[src/rtl/sevenseg_capture.sv]
// sevenseg_capture: recovers the four BCD digits shown on a multiplexed
// seven-segment display by watching its anode and segment lines.
module sevenseg_capture #(
    parameter int unsigned SETTLE_CYCLES    = 4,
    parameter bit          ANODE_ACTIVE_LOW = 1'b1,
    parameter bit          SEG_ACTIVE_LOW   = 1'b1
) (
    input  logic       clk,
    input  logic       reset,
    input  logic       Digit4,
    input  logic       Digit3,
    input  logic       Digit2,
    input  logic       Digit1,
    input  logic       LedA,
    input  logic       LedB,
    input  logic       LedC,
    input  logic       LedD,
    input  logic       LedE,
    input  logic       LedF,
    input  logic       LedG,
    input  logic       clear,
    output logic [3:0] min_ten,
    output logic [3:0] min_one,
    output logic [3:0] sec_ten,
    output logic [3:0] sec_one,
    output logic       frame_valid,
    output logic [3:0] digit_seen,
    output logic       pattern_err
);

    localparam int unsigned IN_W  = 11;
    localparam int unsigned CNT_W = 8;
    localparam logic [CNT_W-1:0] CNT_MAX = CNT_W'(SETTLE_CYCLES - 1);
    localparam logic [CNT_W-1:0] CNT_PRE = CNT_W'(SETTLE_CYCLES - 2);
    // Raw level of every line when nothing is driven; XOR with it normalizes to active-high.
    localparam logic [IN_W-1:0] RAW_IDLE = {{4{ANODE_ACTIVE_LOW}}, {7{SEG_ACTIVE_LOW}}};
    localparam logic [3:0] BLANK = 4'hF;

    typedef enum logic [1:0] {
        IDLE,
        SETTLE,
        HELD
    } state_t;

    // {legal, value} for a segment vector ordered {a,b,c,d,e,f,g}.
    function automatic logic [4:0] decode(input logic [6:0] s);
        logic [4:0] r;
        case (s)
            7'b1111110:             r = {1'b1, 4'd0};
            7'b0110000:             r = {1'b1, 4'd1};
            7'b1101101:             r = {1'b1, 4'd2};
            7'b1111001:             r = {1'b1, 4'd3};
            7'b0110011:             r = {1'b1, 4'd4};
            7'b1011011:             r = {1'b1, 4'd5};
            7'b1011111, 7'b0011111: r = {1'b1, 4'd6};
            7'b1110000, 7'b1110010: r = {1'b1, 4'd7};
            7'b1111111:             r = {1'b1, 4'd8};
            7'b1111011, 7'b1110011: r = {1'b1, 4'd9};
            7'b0000000:             r = {1'b1, BLANK};
            default:                r = {1'b0, BLANK};
        endcase
        return r;
    endfunction

    // Position of the active anode; only meaningful for a one-hot input.
    function automatic logic [1:0] anode_index(input logic [3:0] a);
        logic [1:0] r;
        r = 2'd0;
        for (int i = 0; i < 4; i++) begin
            if (a[i]) r = 2'(i);
        end
        return r;
    endfunction

    logic [IN_W-1:0]  raw;
    logic [IN_W-1:0]  sync1;
    logic [IN_W-1:0]  sync2;
    logic [IN_W-1:0]  sample;
    logic [IN_W-1:0]  prev;
    logic [CNT_W-1:0] stab_cnt;
    state_t           state;
    logic [3:0]       shadow [4];

    logic [3:0] anodes;
    logic [6:0] segs;
    logic       single;
    logic       changed;
    logic       reach;
    logic       accept;
    logic       multi_err;
    logic [4:0] dec;
    logic [1:0] idx;

    assign raw       = {Digit4, Digit3, Digit2, Digit1, LedA, LedB, LedC, LedD, LedE, LedF, LedG};
    assign sample    = sync2 ^ RAW_IDLE;
    assign anodes    = sample[10:7];
    assign segs      = sample[6:0];
    assign single    = (anodes != 4'd0) && ((anodes & (anodes - 4'd1)) == 4'd0);
    assign changed   = (sample != prev);
    // True on the one cycle the counter steps onto its saturation value.
    assign reach     = !changed && (stab_cnt == CNT_PRE);
    assign accept    = (state == SETTLE) && reach;
    assign multi_err = reach && (anodes != 4'd0) && !single;
    assign dec       = decode(segs);
    assign idx       = anode_index(anodes);

    // Two-flop synchronizer for all display lines.
    always_ff @(posedge clk) begin
        if (reset) begin
            sync1 <= RAW_IDLE;
            sync2 <= RAW_IDLE;
        end else begin
            sync1 <= raw;
            sync2 <= sync1;
        end
    end

    // Stability tracking, capture FSM, shadow registers and frame publication.
    always_ff @(posedge clk) begin
        if (reset) begin
            prev        <= '0;
            stab_cnt    <= '0;
            state       <= IDLE;
            for (int i = 0; i < 4; i++) shadow[i] <= BLANK;
            min_ten     <= BLANK;
            min_one     <= BLANK;
            sec_ten     <= BLANK;
            sec_one     <= BLANK;
            digit_seen  <= 4'd0;
            frame_valid <= 1'b0;
            pattern_err <= 1'b0;
        end else begin
            prev <= sample;

            if (changed) begin
                stab_cnt <= '0;
            end else if (stab_cnt != CNT_MAX) begin
                stab_cnt <= stab_cnt + 8'd1;
            end

            if (changed) begin
                state <= single ? SETTLE : IDLE;
            end else if (accept) begin
                state <= HELD;
            end

            frame_valid <= 1'b0;
            if (clear) begin
                digit_seen  <= 4'd0;
                pattern_err <= 1'b0;
            end else begin
                if (digit_seen == 4'hF) begin
                    min_ten     <= shadow[3];
                    min_one     <= shadow[2];
                    sec_ten     <= shadow[1];
                    sec_one     <= shadow[0];
                    frame_valid <= 1'b1;
                    digit_seen  <= 4'd0;
                end
                if (accept) begin
                    if (dec[4]) begin
                        shadow[idx]     <= dec[3:0];
                        digit_seen[idx] <= 1'b1;
                    end else begin
                        pattern_err <= 1'b1;
                    end
                end
                if (multi_err) begin
                    pattern_err <= 1'b1;
                end
            end
        end
    end

endmodule

[config.mk]
export PLATFORM = sky130hd
export DESIGN_NAME = sevenseg_capture
export DESIGN_NICKNAME = d
export VERILOG_FILES = /design/src/rtl/sevenseg_capture.sv
export SDC_FILE = /design/constraint.sdc
export NUM_CORES = 1
export LEC_CHECK = 0
export ABC_CLOCK_PERIOD_IN_PS = 7310
export BUFFER_PORTS_ARGS = -buffer_cell sky130_fd_sc_hd__buf_2
export CORE_ASPECT_RATIO = 1.75
export CORE_MARGIN = 8
export CORE_UTILIZATION = 25
export DETAILED_ROUTE_END_ITERATION = 8
export HOLD_SLACK_MARGIN = 0.05
export MAX_ROUTING_LAYER = met4
export PLACE_DENSITY = 0.39
export SYNTH_ARGS = -nofsm -noshare
export SYNTH_HDL_FRONTEND = slang
export SYNTH_SLANG_ARGS = --single-unit
[constraint.sdc]
create_clock -name clk -period 7.31 [get_ports clk]
set_clock_uncertainty 0.15 [all_clocks]
set_input_delay 0.3655 -clock clk [delete_from_list [all_inputs] [get_ports clk]]
set_output_delay 0.3655 -clock clk [all_outputs]
set_load 0.05 [all_outputs]
# Word level (Yosys, flattened, before mapping)
# Memories as Yosys holds them, arrays and structs flattened. A register that Yosys moved wholly into a read port is not among the register bits.
# Cells that the tools add are included.
op_classes:
  addsub: 2
  n_lt_le_gt_ge: 2
  eq_ne: 19
  n_mux: 28
  bitwise: 4
  n_reduce_logical: 21
ops:
  columns: ["op", "count"]
  rows:
  - ["$eq 7x7->1 const B", 10]
  - ["$pmux 5 s11", 1]
  - ["$mux 4", 6]
  - ["$mux 1", 15]
  - ["$eq 7x6->1 const B", 2]
  - ["$ne 11x11->1", 1]
  - ["$not 11->11", 1]
  - ["$mux 2", 5]
  - ["$reduce_or 2->1", 5]
  - ["$add 8x1->8 const B", 1]
  - ["$eq 8x2->1 const B", 1]
  - ["$ne 8x2->1 const B", 1]
  - ["$eq 7x5->1 const B", 1]
  - ["$logic_not 7->1", 1]
  - ["$logic_and 1x1->1", 6]
  - ["$and 4x4->4", 1]
  - ["$eq 4x4->1 const B", 1]
  - ["$logic_not 4->1", 1]
  - ["$or 4x4->4", 1]
  - ["$reduce_and 2->1", 2]
  - ["$reduce_bool 2->1", 2]
  - ["$reduce_bool 4->1", 1]
  - ["$reduce_or 4->1", 1]
  - ["$sub 4x1->4 const B", 1]
  - ["7 further kinds", 8]
word_totals:
  regBits: 49
  mem_bits_rw: 16
  inputBits: 14
  out_inout_bits: 22
  memories: 1
memory_table:
  columns: ["name", "words", "word_bits", "rd", "rd_ports_with_merged_regs", "wr", "line_no", "source"]
  rows:
  - ["shadow", 4, 4, 4, 4, 4, "82", "logic [3:0] shadow [4];"]

# Logic depth before layout (Yosys ltp)
# Gate-level depths: netlist of run 1.
depth:
  depth_word: 11
  mapped_depth: 7
  depth_no_buf: 5

# Worst setup path after synthesis of run 1
# Ideal clock, no wire load.
synth_timing:
  path_type: "register to register"
  start: "register sync2[0]"
  end: "memory shadow[1][0], enable pin"
  t_arrival_ns: 1.861
  required_ns: 6.855
  slack_ns: 4.994
  path_stages_with_launch: 8
  n_path_buf: 2
  period_less_slack_ns: 2.316
  cell_sequence: "dfxtp_1 > buf_6 > or3_1 > a2111o_1 > and3_4 > a311oi_4 > buf_6 > a21o_1"
synth_lines:
  columns: ["element", "line_no", "source"]
  rows:
  - ["from (decl)", "77", "logic [IN_W-1:0] sync2;"]
  - ["from (signal assigned)", "114", "sync2 <= sync1;"]
  - ["to (decl)", "82", null]

==> results of run 1 <==
what timing repair did:
action / in CTS / in global routing
buffers inserted: 0 / 0
hold endpoints to repair: 9 / 0
hold buffers: 9 / 0
gates resized for setup: 0 / 0
through the flow:
step	total power, uW	hold WS, ns	utilization (%)	worst slack, ns	cells
6_report	965	0.0683	30.6	4.50	517
5_1_grt	1000	0.0628	30.6	4.17	517
4_1_cts	980	0.0582	30.6	4.43	517
3_5_place_dp	525	0.243	27.5	4.45	492
3_3_place_gp	525	0.241	27.5	4.48	492
2_1_floorplan	512	0.239	-	4.99	309
worst max-delay path, cell delays in order (launching register included):
cell and delay (ns):
dfxtp_1 0.33, or4_4 0.55, nor3_4 0.21, nand4_2 0.22, a311oi_4 0.75, a21o_1 0.29
routing by layer:
layer  vias to the layer above  share of wire [%]  GRT usage (%)
met4                         0                4.2           6.11
met3                        17                3.9           2.10
met2                        47                 51           14.5
met5                         -                  0              -
li1                       1135                  -              -
met1                      1043                 41           8.42
kinds of logic after synthesis:
group / Yosys count
AND/OR/NAND/NOR: 137
flip-flops: 81
AO/OA/AOI/OAI: 40
buffers and inverters: 28
XOR/XNOR: 19
adder cells (fa/ha/maj): 3
multiplexers: 1
sequential cells by signal (all words and copies together) (netlist names):
name and count:
state 2, sec_ten 4, pattern_err 1, sync1 11, stab_cnt 8, digit_seen 4, sec_one 4, sync2 11
frame_valid 1, shadow 16, min_ten 4, min_one 4, prev 11
layout make-up:
type | instances | area [um2]
Tap cell | 171 | 214
Clock buffer | 10 | 229
Clock inverter | 6 | 66.3
Fill cell | 1350 | 8840
Timing Repair Buffer | 46 | 280
Sequential cell | 81 | 1780
Multi-Input combinational cell | 200 | 1310
Inverter | 3 | 11.3
cells in the final DEF (no fill, tap or decap), types with 9 or more instances in the layout:
| cell type | n |
|---|---|
| dfxtp_1 | 65 |
| buf_2 | 35 |
| nor2_1 | 29 |
| nand3_1 | 24 |
| or2_2 | 23 |
| nor2b_1 | 16 |
| a211o_1 | 16 |
| edfxtp_1 | 16 |
| xnor2_1 | 14 |
| nor3_1 | 11 |
| nand2_1 | 10 |
| clkbuf_16 | 9 |
| dlygate4sd3_1 | 9 |
where the power goes:
group          internal, uW  leakage, uW  switching, uW  total, uW
Sequential              463     0.000640           8.13        471
Clock                   266     0.000143            181        447
Combinational          20.9     0.000570           25.5       46.4
how the worst max path moves through the flow:
stage | slack, ns | depth (start not counted) | endpoint
2_1_floorplan | 4.99 | 7 | shadow[1][0]
3_3_place_gp | 4.48 | 5 | shadow[2][0]
3_5_place_dp | 4.45 | 5 | shadow[1][2]
4_1_cts | 4.43 | 5 | shadow[3][1]
5_1_grt | 4.17 | 5 | shadow[0][2]
6_report | 4.50 | 5 | shadow[3][1]
==> metrics.txt, run 1 <==
status finished clean; nets 357; unrepaired setup endpoints after global routing false; Die W 102 um; WL/cell 12.8 um; Vias/cell 4.34; DP Wirelength 4680 um; Clk Latency, worst-skew pair 0.34 ns; final setup vio count 0; routability cong. 0.808; pin count of the biggest net entering global routing 62; num rows 55; Syn-to-layout area delta 20.7%; Synth top area share 40.4%; Async SR Flop Fraction 0%; Hold Path Origin LedD; Post-synth EDFFs 16; area post-placement 3500 um2; Core ar. 12700 um2; CP arrival 2.70 ns; htree depth 3; critical path endpoint category flop; simple-gate share of the synthesized area 23.3%; Post-synth top cells dfxtp_1 (65), nor2_1 (30), nand3_1 (24), or2_2 (23); CTS max path bufs 2; Die Ht 166 um; syn_area_per_cell 10.4 um2; TritonCTS Buffers 9; Synth Area in XOR/XNOR 5.16%; CP Launch Type flop; most common cell in the netlist dfxtp_1; Initial Util 25.3%; gr usage total 8.65%; adder-cell share of the synthesized area 1.09%; worst vdd ir 0.108 mV; Critical Path Start stab_cnt[4]; ys flop type dfxtp_1; Syn Nets 325; global-route wire length before repair 10800 um; count of cell types in the netlist 48; diode count 0; reg-to-reg startpoint stab_cnt[4]; post-synthesis register bit count 81; worst setup path class flop to flop; DRC Markers 0; I/O pin total 36; Pleak 0.00135 uW; mux cell area share after synthesis 0.311%; PD cells 248 nW/um2; ratio of cells with drive above 1 in the final layout 23.4%; Mapped Cells 309; gr ovfl total 0; Slew @ Worst Pin 0.781 ns; Sink Count 81; worst reg-to-reg path cell count 5; max_cap viols 0; clock transition at the registers of the reported paths 0.06 ns; Worst Path Required 7.20 ns; final period utilization 38.5%; Hold Path Stages 2; largest area contributor in the netlist dfxtp_1; vias in the first global route 2159; largest family of logic cells by synthesized area simple AND/OR/NAND/NOR gates; DIE AREA 16900 um2; crit path max fanout 20; fmax 356 MHz; input/output buffers 35; TritonRoute pass-1 iters 6; Antenna Nets Post-Route 0; max-slew violations 0; synth top area cells dfxtp_1 (40%), edfxtp_1 (15%), or2_2 (4.5%); final WL 6620 um; min Tclk post-route 2.81 ns; YS warnings 0; Hold Fails Final Rpt 0; initial antenna violation count 0; DRT iter0 DRCs 107; Worst Hold Class input port to flop; TNS Setup 0 ns; via count 2242; Endpoint, Worst Hold sync1[3]; TritonCTS clock tree yes; root buffer cell clkbuf_16; Compound-Gate Fraction of Synth Area 10.6%; Seq/Total Area, Yosys 55.3%; Reg2Reg Setup Slack 4.50 ns; synthesized area 3220 um2; Reg-to-Reg End shadow[3][1]; Max-slew headroom 47.9%; fin area 3890 um2
No activity file was read; power rests on OpenSTA's default activity.
==> run 2, diff against run 1 <==
Settings changed: ABC_CLOCK_PERIOD_IN_PS 7310 to 2700.
Clock period 7.31 ns to 2.7 ns, I/O delays scaled along.
==> run 2 against run 1 <==
Against the previous run: sequential share of layout area fell by 0.95 points; non-clock buffer count up 10; critical path depth is 1 higher; count of clock-buffer cells in the layout increased by 1; largest cell class unchanged; final area grew 2.1%; routed wire length up 5.2%; flip-flop and latch count did not move; combinational power grew to 3.0 times the previous value; first-iteration DRC count up 5.6%.
==> metrics.txt, run 2 (synthesized netlist as in run 1, its figures left out) <==
Syn-to-layout area delta 23.3%; reg-to-reg startpoint stab_cnt[4]; FF+latch area 1780 um2; fillcell total 1330; I/O pin total 36; unrepaired setup endpoints after global routing false; final period utilization 91.0%; PD cells 646 nW/um2; TritonCTS clock tree yes; Hold Fails Final Rpt 0; ratio of cells with drive above 1 in the final layout 24.7%; CP Launch Type flop; final WL 6970 um; crit path max fanout 20; most common cell after layout, fill and taps aside dfxtp_1; Max-slew headroom 60.2%; diode count 0; global-route wire length before repair 11300 um; hold_ws 0.0693 ns; initial antenna violation count 0; Sink Count 81; CP arrival 2.34 ns; TNS Setup 0 ns; Reg with most FFs shadow; DP Wirelength 5030 um; Worst Hold Class input port to flop; placed insts 499; Endpoint, Worst Hold prev[9]; DIE AREA 16900 um2; Pleak 0.00140 uW; nets 367; Reg-to-Reg End shadow[1][2]; CTS max path bufs 2; TritonCTS Buffers 9; DRT iter0 DRCs 113; clock transition at the registers of the reported paths 0.06 ns; Largest register FFs 16; Multi-input gate area 1310 um2; Reg2Reg Setup Slack 0.24 ns; worst setup path class flop to flop; Final Core Density 31.2%; gr usage total 9.04%; Die Ht 166 um; critical path endpoint category flop; Core ar. 12700 um2; htree depth 3; status finished clean; pin count of the biggest net entering global routing 42; worst vdd ir 0.284 mV; root buffer cell clkbuf_16; Finished Layout Cells 527; num rows 55; Initial Util 25.3%; DRC Markers 0; Hold Path Origin reset; min Tclk post-route 2.46 ns; max-slew violations 0; Vias/cell 4.24; Hold Path Stages 2; via count 2235; gr ovfl total 0; routability cong. 0.875; worst reg-to-reg path cell count 6; fmax 407 MHz; Worst Path Required 2.59 ns; Die W 102 um; input/output buffers 35; Slew @ Worst Pin 0.593 ns; vias in the first global route 2198; Antenna Nets Post-Route 0; final setup vio count 0; Clk Latency, worst-skew pair 0.34 ns; WL/cell 13.2 um; max_cap viols 0; most frequent cells in the layout dfxtp_1 (65), buf_2 (35), nor2_1 (29); TritonRoute pass-1 iters 4
-- run 2: changes by cell type in the layout (fill, tap and decap cells not counted), sizes merged --
cell / previous run / this run
buf: 37 / 44
dlygate4sd3: 9 / 12
clkinv: 2 / 4
bufinv: 1 / 0
clkbuf: 10 / 11
clkinvlp: 1 / 0
inv: 5 / 4
-- run 2: power by group --
group / switching, uW / internal (uW)
registers: 21.3 / 1250
logic: 72.7 / 66.4
clock network: 496 / 655
total: 590 / 1970
-- run 2: metal layers --
metal	vias up	wire length (um)	global-route usage, %
met5	-	0	-
met1	1024	2780	8.74
met4	0	209	5.85
met3	13	256	1.81
met2	40	3720	15.7
li1	1158	-	-
-- run 2: per-stage QoR --
stage | total power (uW) | area, um2 | setup slack [ns]
global route | 2670 | 3970 | 0.147
global placement | 1430 | 3570 | 0.292
floorplan | 1390 | 3220 | 0.384
detailed placement | 1430 | 3570 | 0.231
CTS | 2610 | 3970 | 0.217
finish | 2560 | 3970 | 0.244
-- run 2: worst max-delay path: stages (launching register included) --
cell and delay (ns):
dfxtp_1 0.33, or4_4 0.55, nor3_4 0.20, nand4_2 0.19
a311oi_4 0.34, buf_12 0.19, a21o_1 0.20
-- run 2: worst max path at each step --
stage                startpoint            to  slack, ns  depth (start not counted)
CTS                 stab_cnt[4]  shadow[3][3]       0.22                          6
detailed placement  stab_cnt[4]  shadow[3][2]       0.23                          6
global placement       sync2[0]  shadow[2][1]       0.29                          6
finish              stab_cnt[4]  shadow[1][2]       0.24                          6
global route        stab_cnt[4]  shadow[1][0]       0.15                          6
floorplan              sync2[0]  shadow[1][0]       0.38                          7
-- run 2: area by class of cell --
class	instances	share of cell area, %
clock buffers	11	6.11
clock inverters	5	1.01
multi-input cells	200	32.9
well taps	171	5.39
repair buffers	56	9.45
flip-flops and latches	81	44.9
inverters	3	0.283
-- run 2: repair_timing --
item / in CTS / in global routing
endpoints found under the hold margin: 12 / 0
setup endpoints to repair: 0 / 0
resized for setup: 0 / 0
setup buffers: 0 / 0
hold buffers: 12 / 0
